## config.mk

```make
export PLATFORM = sky130hd
export DESIGN_NAME = lcd_cell_writer
export DESIGN_NICKNAME = d
export VERILOG_FILES = /design/src/rtl/lcd_cell_writer.sv
export SDC_FILE = /design/constraint.sdc
export NUM_CORES = 1
export LEC_CHECK = 0
export BUFFER_PORTS_ARGS = -buffer_cell sky130_fd_sc_hd__buf_2
export CORE_ASPECT_RATIO = 1.4
export CORE_MARGIN = 2
export CORE_UTILIZATION = 47
export CTS_CLUSTER_DIAMETER = 80
export DETAILED_ROUTE_END_ITERATION = 7
export MAX_ROUTING_LAYER = met4
export PLACE_DENSITY = 0.65
export REMOVE_ABC_BUFFERS = 1
export SLEW_MARGIN = 20
export SYNTH_ARGS = -nofsm -noshare
export SYNTH_HDL_FRONTEND = slang
export SYNTH_SLANG_ARGS = --single-unit
```

## constraint.sdc

```tcl
create_clock -name clk -period 3.7 [get_ports clk]
set_clock_uncertainty 0.1 [all_clocks]
set_input_delay 0.185 -clock clk [delete_from_list [all_inputs] [get_ports clk]]
set_output_delay 0.185 -clock clk [all_outputs]
set_load 0.02 [all_outputs]
```

## src/rtl/lcd_cell_writer.sv

```systemverilog
// Repaints one map cell on an 8080-bus LCD panel: a column window, a row window,
// then a memory write of CELL_PX*CELL_PX RGB565 pixels in the cell's colour.
module lcd_cell_writer #(
  parameter int CELL_PX = 20
) (
  input  logic       clk,
  input  logic       rst,
  input  logic       en_update,
  input  logic [3:0] x,
  input  logic [3:0] y,
  input  logic [2:0] obj_code,
  output logic       cmd_done,
  output logic       busy,
  output logic       lcd_csx,
  output logic       lcd_dcx,
  output logic       lcd_wrx,
  output logic [7:0] lcd_data
);

  localparam int          NPIX     = CELL_PX * CELL_PX;
  localparam logic [15:0] CELL     = 16'(CELL_PX);
  localparam logic [15:0] LAST_PIX = 16'(NPIX - 1);

  typedef enum logic [2:0] {
    IDLE  = 3'd0,
    CASET = 3'd1,
    PASET = 3'd2,
    RAMWR = 3'd3,
    PIXEL = 3'd4,
    DONE  = 3'd5
  } state_t;

  state_t      state;
  logic [3:0]  cell_x;
  logic [3:0]  cell_y;
  logic [2:0]  code;
  logic [2:0]  byte_idx;
  logic [15:0] pix_cnt;
  logic        lo_byte;

  logic [15:0] x0;
  logic [15:0] x1;
  logic [15:0] y0;
  logic [15:0] y1;
  logic [15:0] colour;

  function automatic logic [15:0] colour_of(input logic [2:0] c);
    logic [15:0] rgb;
    case (c)
      3'b000:  rgb = 16'h0000;
      3'b001:  rgb = 16'h07E0;
      3'b010:  rgb = 16'h03E0;
      3'b011:  rgb = 16'hF800;
      3'b100:  rgb = 16'hFFFF;
      default: rgb = 16'hF81F;
    endcase
    return rgb;
  endfunction

  // Parameter bytes 1..4 of a window command: start hi/lo, end hi/lo.
  function automatic logic [7:0] addr_byte(input logic [15:0] a0, input logic [15:0] a1,
                                           input logic [2:0] idx);
    logic [7:0] b;
    case (idx)
      3'd1:    b = a0[15:8];
      3'd2:    b = a0[7:0];
      3'd3:    b = a1[15:8];
      3'd4:    b = a1[7:0];
      default: b = 8'h00;
    endcase
    return b;
  endfunction

  // Window corners and colour derived from the latched request.
  always_comb begin
    x0     = {12'd0, cell_x} * CELL;
    x1     = x0 + CELL - 16'd1;
    y0     = {12'd0, cell_y} * CELL;
    y1     = y0 + CELL - 16'd1;
    colour = colour_of(code);
  end

  // Transaction FSM; every bus byte is a wrx-low phase followed by a wrx-high phase.
  always_ff @(posedge clk or posedge rst) begin
    if (rst) begin
      state    <= IDLE;
      cell_x   <= 4'd0;
      cell_y   <= 4'd0;
      code     <= 3'd0;
      byte_idx <= 3'd0;
      pix_cnt  <= 16'd0;
      lo_byte  <= 1'b0;
      cmd_done <= 1'b0;
      busy     <= 1'b0;
      lcd_csx  <= 1'b1;
      lcd_dcx  <= 1'b1;
      lcd_wrx  <= 1'b1;
      lcd_data <= 8'h00;
    end else begin
      case (state)
        IDLE: begin
          cmd_done <= 1'b0;
          if (en_update) begin
            cell_x   <= x;
            cell_y   <= y;
            code     <= obj_code;
            busy     <= 1'b1;
            byte_idx <= 3'd0;
            pix_cnt  <= 16'd0;
            lo_byte  <= 1'b0;
            if (y > 4'd11) begin
              // Off-panel row: finish without touching the bus.
              state    <= DONE;
              cmd_done <= 1'b1;
            end else begin
              state    <= CASET;
              lcd_csx  <= 1'b0;
              lcd_wrx  <= 1'b0;
              lcd_dcx  <= 1'b0;
              lcd_data <= 8'h2A;
            end
          end else begin
            busy <= 1'b0;
          end
        end
        CASET: begin
          if (!lcd_wrx) begin
            lcd_wrx <= 1'b1;
          end else if (byte_idx != 3'd4) begin
            byte_idx <= byte_idx + 3'd1;
            lcd_data <= addr_byte(x0, x1, byte_idx + 3'd1);
            lcd_dcx  <= 1'b1;
            lcd_wrx  <= 1'b0;
          end else begin
            state    <= PASET;
            byte_idx <= 3'd0;
            lcd_data <= 8'h2B;
            lcd_dcx  <= 1'b0;
            lcd_wrx  <= 1'b0;
          end
        end
        PASET: begin
          if (!lcd_wrx) begin
            lcd_wrx <= 1'b1;
          end else if (byte_idx != 3'd4) begin
            byte_idx <= byte_idx + 3'd1;
            lcd_data <= addr_byte(y0, y1, byte_idx + 3'd1);
            lcd_dcx  <= 1'b1;
            lcd_wrx  <= 1'b0;
          end else begin
            state    <= RAMWR;
            byte_idx <= 3'd0;
            lcd_data <= 8'h2C;
            lcd_dcx  <= 1'b0;
            lcd_wrx  <= 1'b0;
          end
        end
        RAMWR: begin
          if (!lcd_wrx) begin
            lcd_wrx <= 1'b1;
          end else begin
            state    <= PIXEL;
            pix_cnt  <= 16'd0;
            lo_byte  <= 1'b0;
            lcd_data <= colour[15:8];
            lcd_dcx  <= 1'b1;
            lcd_wrx  <= 1'b0;
          end
        end
        PIXEL: begin
          if (!lcd_wrx) begin
            lcd_wrx <= 1'b1;
          end else if (!lo_byte) begin
            lo_byte  <= 1'b1;
            lcd_data <= colour[7:0];
            lcd_wrx  <= 1'b0;
          end else if (pix_cnt == LAST_PIX) begin
            state    <= DONE;
            cmd_done <= 1'b1;
            pix_cnt  <= 16'd0;
            lo_byte  <= 1'b0;
            lcd_csx  <= 1'b1;
            lcd_dcx  <= 1'b1;
            lcd_data <= 8'h00;
          end else begin
            pix_cnt  <= pix_cnt + 16'd1;
            lo_byte  <= 1'b0;
            lcd_data <= colour[15:8];
            lcd_wrx  <= 1'b0;
          end
        end
        DONE: begin
          state    <= IDLE;
          cmd_done <= 1'b0;
          busy     <= 1'b0;
        end
        default: begin
          state    <= IDLE;
          cmd_done <= 1'b0;
          busy     <= 1'b0;
          lcd_csx  <= 1'b1;
          lcd_dcx  <= 1'b1;
          lcd_wrx  <= 1'b1;
          lcd_data <= 8'h00;
        end
      endcase
    end
  end

endmodule

```

# Word level (Yosys, flattened, before mapping)
# Cells that the tools add are included.
dict set report totals {
  regBits 47
  latch_bits 0
  ramBits 0
  mem_bits_ro 0
  input_bits 14
  output_inout_bits 13
  word_cells 129
  n_memories 0
}
dict set report classes {
  add_sub_neg 6
  n_mul 2
  div 0
  n_lt_le_gt_ge 1
  n_eq_ne 26
  n_shift 0
  muxes 60
  bitwise_logic 3
  reduce_logical 18
}
# cell n
set ops {}
lappend ops {{2-to-1 mux 16 bit} 5}
lappend ops {{2-to-1 mux 8 bit} 10}
lappend ops {{case mux 16 bit (5 select lines)} 1}
lappend ops {{case mux 8 bit (4 select lines)} 2}
lappend ops {{case mux 16 bit (3 select lines)} 1}
lappend ops {{case mux 8 bit (6 select lines)} 1}
lappend ops {{2-to-1 mux 3 bit} 13}
lappend ops {{subtractor 10 x 1 -> 11 bit (second input constant)} 2}
lappend ops {{adder 9 x 5 -> 10 bit (second input constant)} 2}
lappend ops {{!= test 2 bit (second input constant)} 10}
lappend ops {{2-to-1 mux 1 bit} 19}
lappend ops {{equality test 3 x 2 -> 1 bit (second input constant)} 6}
lappend ops {{adder 16 x 1 -> 16 bit (second input constant)} 1}
lappend ops {{equality test 16 x 9 -> 1 bit (second input constant)} 1}
lappend ops {{case mux 3 bit (5 select lines)} 1}
lappend ops {{multiplier 4 x 3 -> 7 bit (second input constant)} 2}
lappend ops {{equality test 3 bit (second input constant)} 4}
lappend ops {{equality test 3 x 1 -> 1 bit (second input constant)} 3}
lappend ops {{case mux 1 bit (3 select lines)} 3}
lappend ops {{AND reduction 9 bit} 1}
lappend ops {{AND reduction 4 bit} 2}
lappend ops {{AND reduction 8 bit} 1}
lappend ops {{OR reduction 4 bit} 2}
lappend ops {{AND reduction 7 bit} 1}
lappend ops {{18 further kinds} 22}

# Depth between registers and ports, before layout
dict set report logic_depth {
  word_depth 7
  ltp_mapped 9
  mapped_depth_nobuf 9
}

# Worst setup path before layout
# OpenSTA, ideal clock, no wires.
dict set report synth_timing {
  path_type {flip-flop to flip-flop}
  from {register cell_x[3]}
  to {register lcd_data[0]}
  setup_time_ps 126
  t_arrival_ps 2395
  required_ps 3474
  setup_slack_ps 1079
  stages_incl_launch_ff 10
  n_path_buf 0
  period_less_slack_ps 2621
  cell_sequence {dfrtp_1 -> ha_1 -> ha_1 -> fa_1 -> xor2_1 -> nand3_1 -> xnor2_1 -> a221oi_1 -> o22ai_1 -> a221o_1}
}
dict set report synth_via {
  elab_chain_cells 7
}
# element line_no
set synth_rtl {}
lappend synth_rtl {{from (decl)} 34} ;# logic [3:0] cell_x;
lappend synth_rtl {{from (signal assigned)} 87} ;# cell_x <= 4'd0;
lappend synth_rtl {{from (signal assigned)} 104} ;# cell_x <= x;
lappend synth_rtl {{multiplier 4 x 3 -> 7 bit (*)} 76} ;# x0 = {12'd0, cell_x} * CELL;
lappend synth_rtl {{adder 9 x 5 -> 10 bit} 77} ;# x1 = x0 + CELL - 16'd1;
lappend synth_rtl {{subtractor 10 x 1 -> 11 bit} 77}
lappend synth_rtl {{case mux 8 bit (4 select lines) (*)} 64} ;# case (idx)
lappend synth_rtl {{2-to-1 mux 8 bit (*)} 129} ;# end else if (byte_idx != 3'd4) begin
lappend synth_rtl {{2-to-1 mux 8 bit (*)} 127} ;# if (!lcd_wrx) begin
lappend synth_rtl {{case mux 8 bit (6 select lines) (*)} 100} ;# case (state)
lappend synth_rtl {{to (signal assigned)} 131} ;# lcd_data <= addr_byte(x0, x1, byte_idx + 3'd1);
lappend synth_rtl {{to (signal assigned)} 147} ;# lcd_data <= addr_byte(y0, y1, byte_idx + 3'd1);
lappend synth_rtl {{to (signal assigned)} 165} ;# lcd_data <= colour[15:8];
lappend synth_rtl {{to (decl)} 17} ;# output logic [7:0] lcd_data
# Mark *: on every way between the ends. The rest lies on a longest branch, timed or not. The select of a mux whose other input is x is not followed.
# A chain may end at the register's enable or synchronous reset.

# Worst setup path in the final report
dict set report layout_timing {
  from {register cell_x[1]}
  to {register lcd_data[0]}
}
# Same word-level chain as after synthesis.

==> impl_metrics.yaml <==
run_status:
  outcome: "completed"
sta:
  fin_crit_ns: 2.83
  hold_ws_ns: 0.0148
  fin_crit_sh_pct: 76.6
  fin_ws_ns: 0.866
  slew_violations: 0
  setup_tns_ns: 0
  worst_slew_pin_slew_ns: 0.828
  hold_viol: 0
  setup_viol: 0
  rsz0062_at_grt: "false"
  max_slew_margin_pct: 44.7
  max_freq_mhz: 353
critical_path:
  cp_max_fo: 4
  reg2reg_from: "cell_x[1]"
  end_kind: "register"
  crit_arrival_ns: 2.92
  r2r_slack_ns: 0.87
  rr_endpoint: "lcd_data[0]"
  startpoint_type: "register"
  r2r_cells: 9
  crit_type: "register to register"
  worstPathRequired_ns: 3.79
worst_hold_path:
  hp-start: "x[0]"
  hold_path.class: "input pin to register"
  holdPathStages: 2
  worstHoldEndpoint: "cell_x[0]"
cts:
  clk_pin_slew_worst_paths_ns: 0.08
  clock_latency_ns: 0.30
  root_buffer: "clkbuf_8"
  cts_buffer_depth: 2
  post_cts_buffers: 0
  cts_tree: "yes"
  clock_sinks: 47
  cts_buffers: 5
  cts_max_level: 2
route:
  routedWlPerCell_um: 16.5
  ant_nets: 0
  dr.pass1.iters: 4
  route.vias.total: 2820
  drt-initial-drc-count: 193
  drc: 0
  drt-total-wl_um: 7830
  vias_per_cell: 5.94
global_routing:
  grt_pass1_wl_um: 13100
  overflow: 0
  grt_use_met3_pct: 2.69
  grt_use_met1_pct: 25.9
  grt_usage_pct: 23.2
  grt_pass1_vias: 2739
  busiest_layer: "met2"
  grt_antenna_before_repair: 0
  grtUsageMet2_pct: 41.6
  grt_max_degree: 48
logic_synthesis:
  synth_cell_types: 63
  ys_warn_count: 0
  syn_avg_cell_area_sq_um: 8.94
  synth_edf_count: 0
  ys.flop_type: "dfrtp_1"
  async_reset_ff_share_pct: 100
  postSynthCellCount: 359
  ys_ff_latch: 47
  yosysSeqAreaShare_pct: 36.8
  synthesis.area_sq_um: 3210
floorplan:
  initial_core_util_pct: 48.5
  dieArea_sq_um: 7520
  fp.dieW_um: 73.8
  rows: 35
  die_y_um: 102
  core_area_sq_um: 6610
  io-pin-count: 27
finish:
  layout-drive-gt1-share_pct: 17.0
  nets: 414
  instances_no_fill: 475
  postLayoutCoreUtil_pct: 53.0
  multiInputGateArea_sq_um: 1920
  syn_to_final_growth_pct: 9.24
  n_fill_cell: 631
  seq_area_sq_um: 1180
  insertedDiodeCount: 0
placement:
  place_congestion: 0.905
  place_ws_ns: 0.875
  place_hpwl_um: 5800
  dp_cells: 465
  portBuffers: 26
pwr:
  power_density_nw_per_um2: 267
  cellLeakagePower_nw: 1.47
  peakVddDrop_mv: 0.192
flow_run:
  maxCapViolCount: 0
-- state kept, by name (all words and copies together) (netlist names) --
register,cells
cell_y,4
busy,1
lcd_dcx,1
code,3
lcd_data,8
byte_idx,3
lo_byte,1
state,3
lcd_wrx,1
cmd_done,1
cell_x,4
lcd_csx,1
pix_cnt,16
-- cell families (layout without fill, tap and decap cells) --
| group | count (synthesis) | after routing | share of synthesized area (%) |
|---|---|---|---|
| compound gates | 115 | 115 | 22.5 |
| xor+xnor | 9 | 9 | 2.46 |
| fa+ha+maj | 18 | 18 | 7.49 |
| buf+inv | 24 | 48 | 3.43 |
| flops | 47 | 47 | 36.8 |
| mux | 13 | 13 | 4.56 |
| simple gates | 133 | 133 | 22.8 |
-- per-layer routing --
layer	vias to the layer above	part of all wire, %
li1	1382	-
met1	1371	40
met2	54	55
met3	13	2.6
met4	0	2.3
met5	-	0
-- where the power goes --
part,switching (W),total (W),internal (W)
combinational,0.0000575,0.0000965,0.0000390
sequential,0.0000121,0.000539,0.000527
clock,0.000167,0.000301,0.000135
-- what timing repair did --
action | 4_1_cts | 5_1_grt
resized for setup | 0 | 0
hold buffers | 0 | 2
setup endpoints to repair | 0 | 0
endpoints found under the hold margin | 0 | 17
-- how the worst max path moves through the flow --
stage	start	end	slack, ns	depth (start not counted)
2_1_floorplan	cell_x[3]	lcd_data[0]	1.08	9
5_1_grt	cell_x[3]	lcd_data[0]	0.66	9
3_5_place_dp	cell_x[1]	lcd_data[0]	0.87	9
3_3_place_gp	cell_x[1]	lcd_data[0]	0.97	9
4_1_cts	cell_x[1]	lcd_data[0]	0.86	9
6_report	cell_x[1]	lcd_data[0]	0.87	9
-- per-stage QoR --
stage | power [W] | instance area (sq um)
2_1_floorplan | 0.000610 | 3130
3_3_place_gp | 0.000642 | 3400
3_5_place_dp | 0.000645 | 3400
4_1_cts | 0.000952 | 3480
5_1_grt | 0.000986 | 3510
6_report | 0.000936 | 3510
-- cell usage after synthesis (3+ instances only) --
library cell  number  area share [%]
dfrtp_1           44              34
o21ai_0           42             6.5
nand2_1           35             4.1
nor2_1            27             3.2
a21oi_1           23             3.6
ha_1              16             6.2
mux2_2            13             4.6
nand3_1           10             1.6
inv_1              8            0.94
buf_2              7             1.1
clkbuf_1           7            0.82
nand2b_1           7             1.4
nor3_1             7             1.1
xnor2_1            7             1.9
a211oi_1           6             1.4
nor2b_1            6             1.2
a31oi_1            5            0.97
nand4_1            5            0.97
o22ai_1            5            0.97
a21o_1             4            0.94
a221o_1            4             1.2
a22oi_1            4            0.94
and2_1             4            0.78
and3_1             4            0.78
nand3b_1           4            0.94
dfstp_2            3             2.5
o31ai_1            3            0.70
-- cells in the final DEF (no fill, tap or decap), types with 7 or more instances in the layout --
cell type	Yosys	layout
nor2_1	27	27
nand2b_1	7	7
nand3_1	10	10
inv_1	8	7
dfrtp_1	44	44
buf_2	7	26
nor3_1	7	7
mux2_2	13	13
o21ai_0	42	42
ha_1	16	16
nand2_1	35	35
a21oi_1	23	23
xnor2_1	7	7
-- worst max-delay path, stage by stage (launching register included) --
cell and delay (ns):
dfrtp_1 0.41, ha_1 0.31, ha_1 0.23, fa_1 0.39
xor2_1 0.33, nand3_1 0.14, xnor2_1 0.14, a221oi_1 0.25
o22ai_1 0.10, a221o_1 0.32
-- layout make-up --
class | count | share of cell area, %
Clock buffer | 8 | 2.28
Sequential cell | 47 | 33.7
Tap cell | 92 | 3.28
Multi-Input combinational cell | 288 | 54.7
Timing Repair Buffer | 32 | 5.14
Inverter | 8 | 0.892
(Power assumes the default switching activity.)
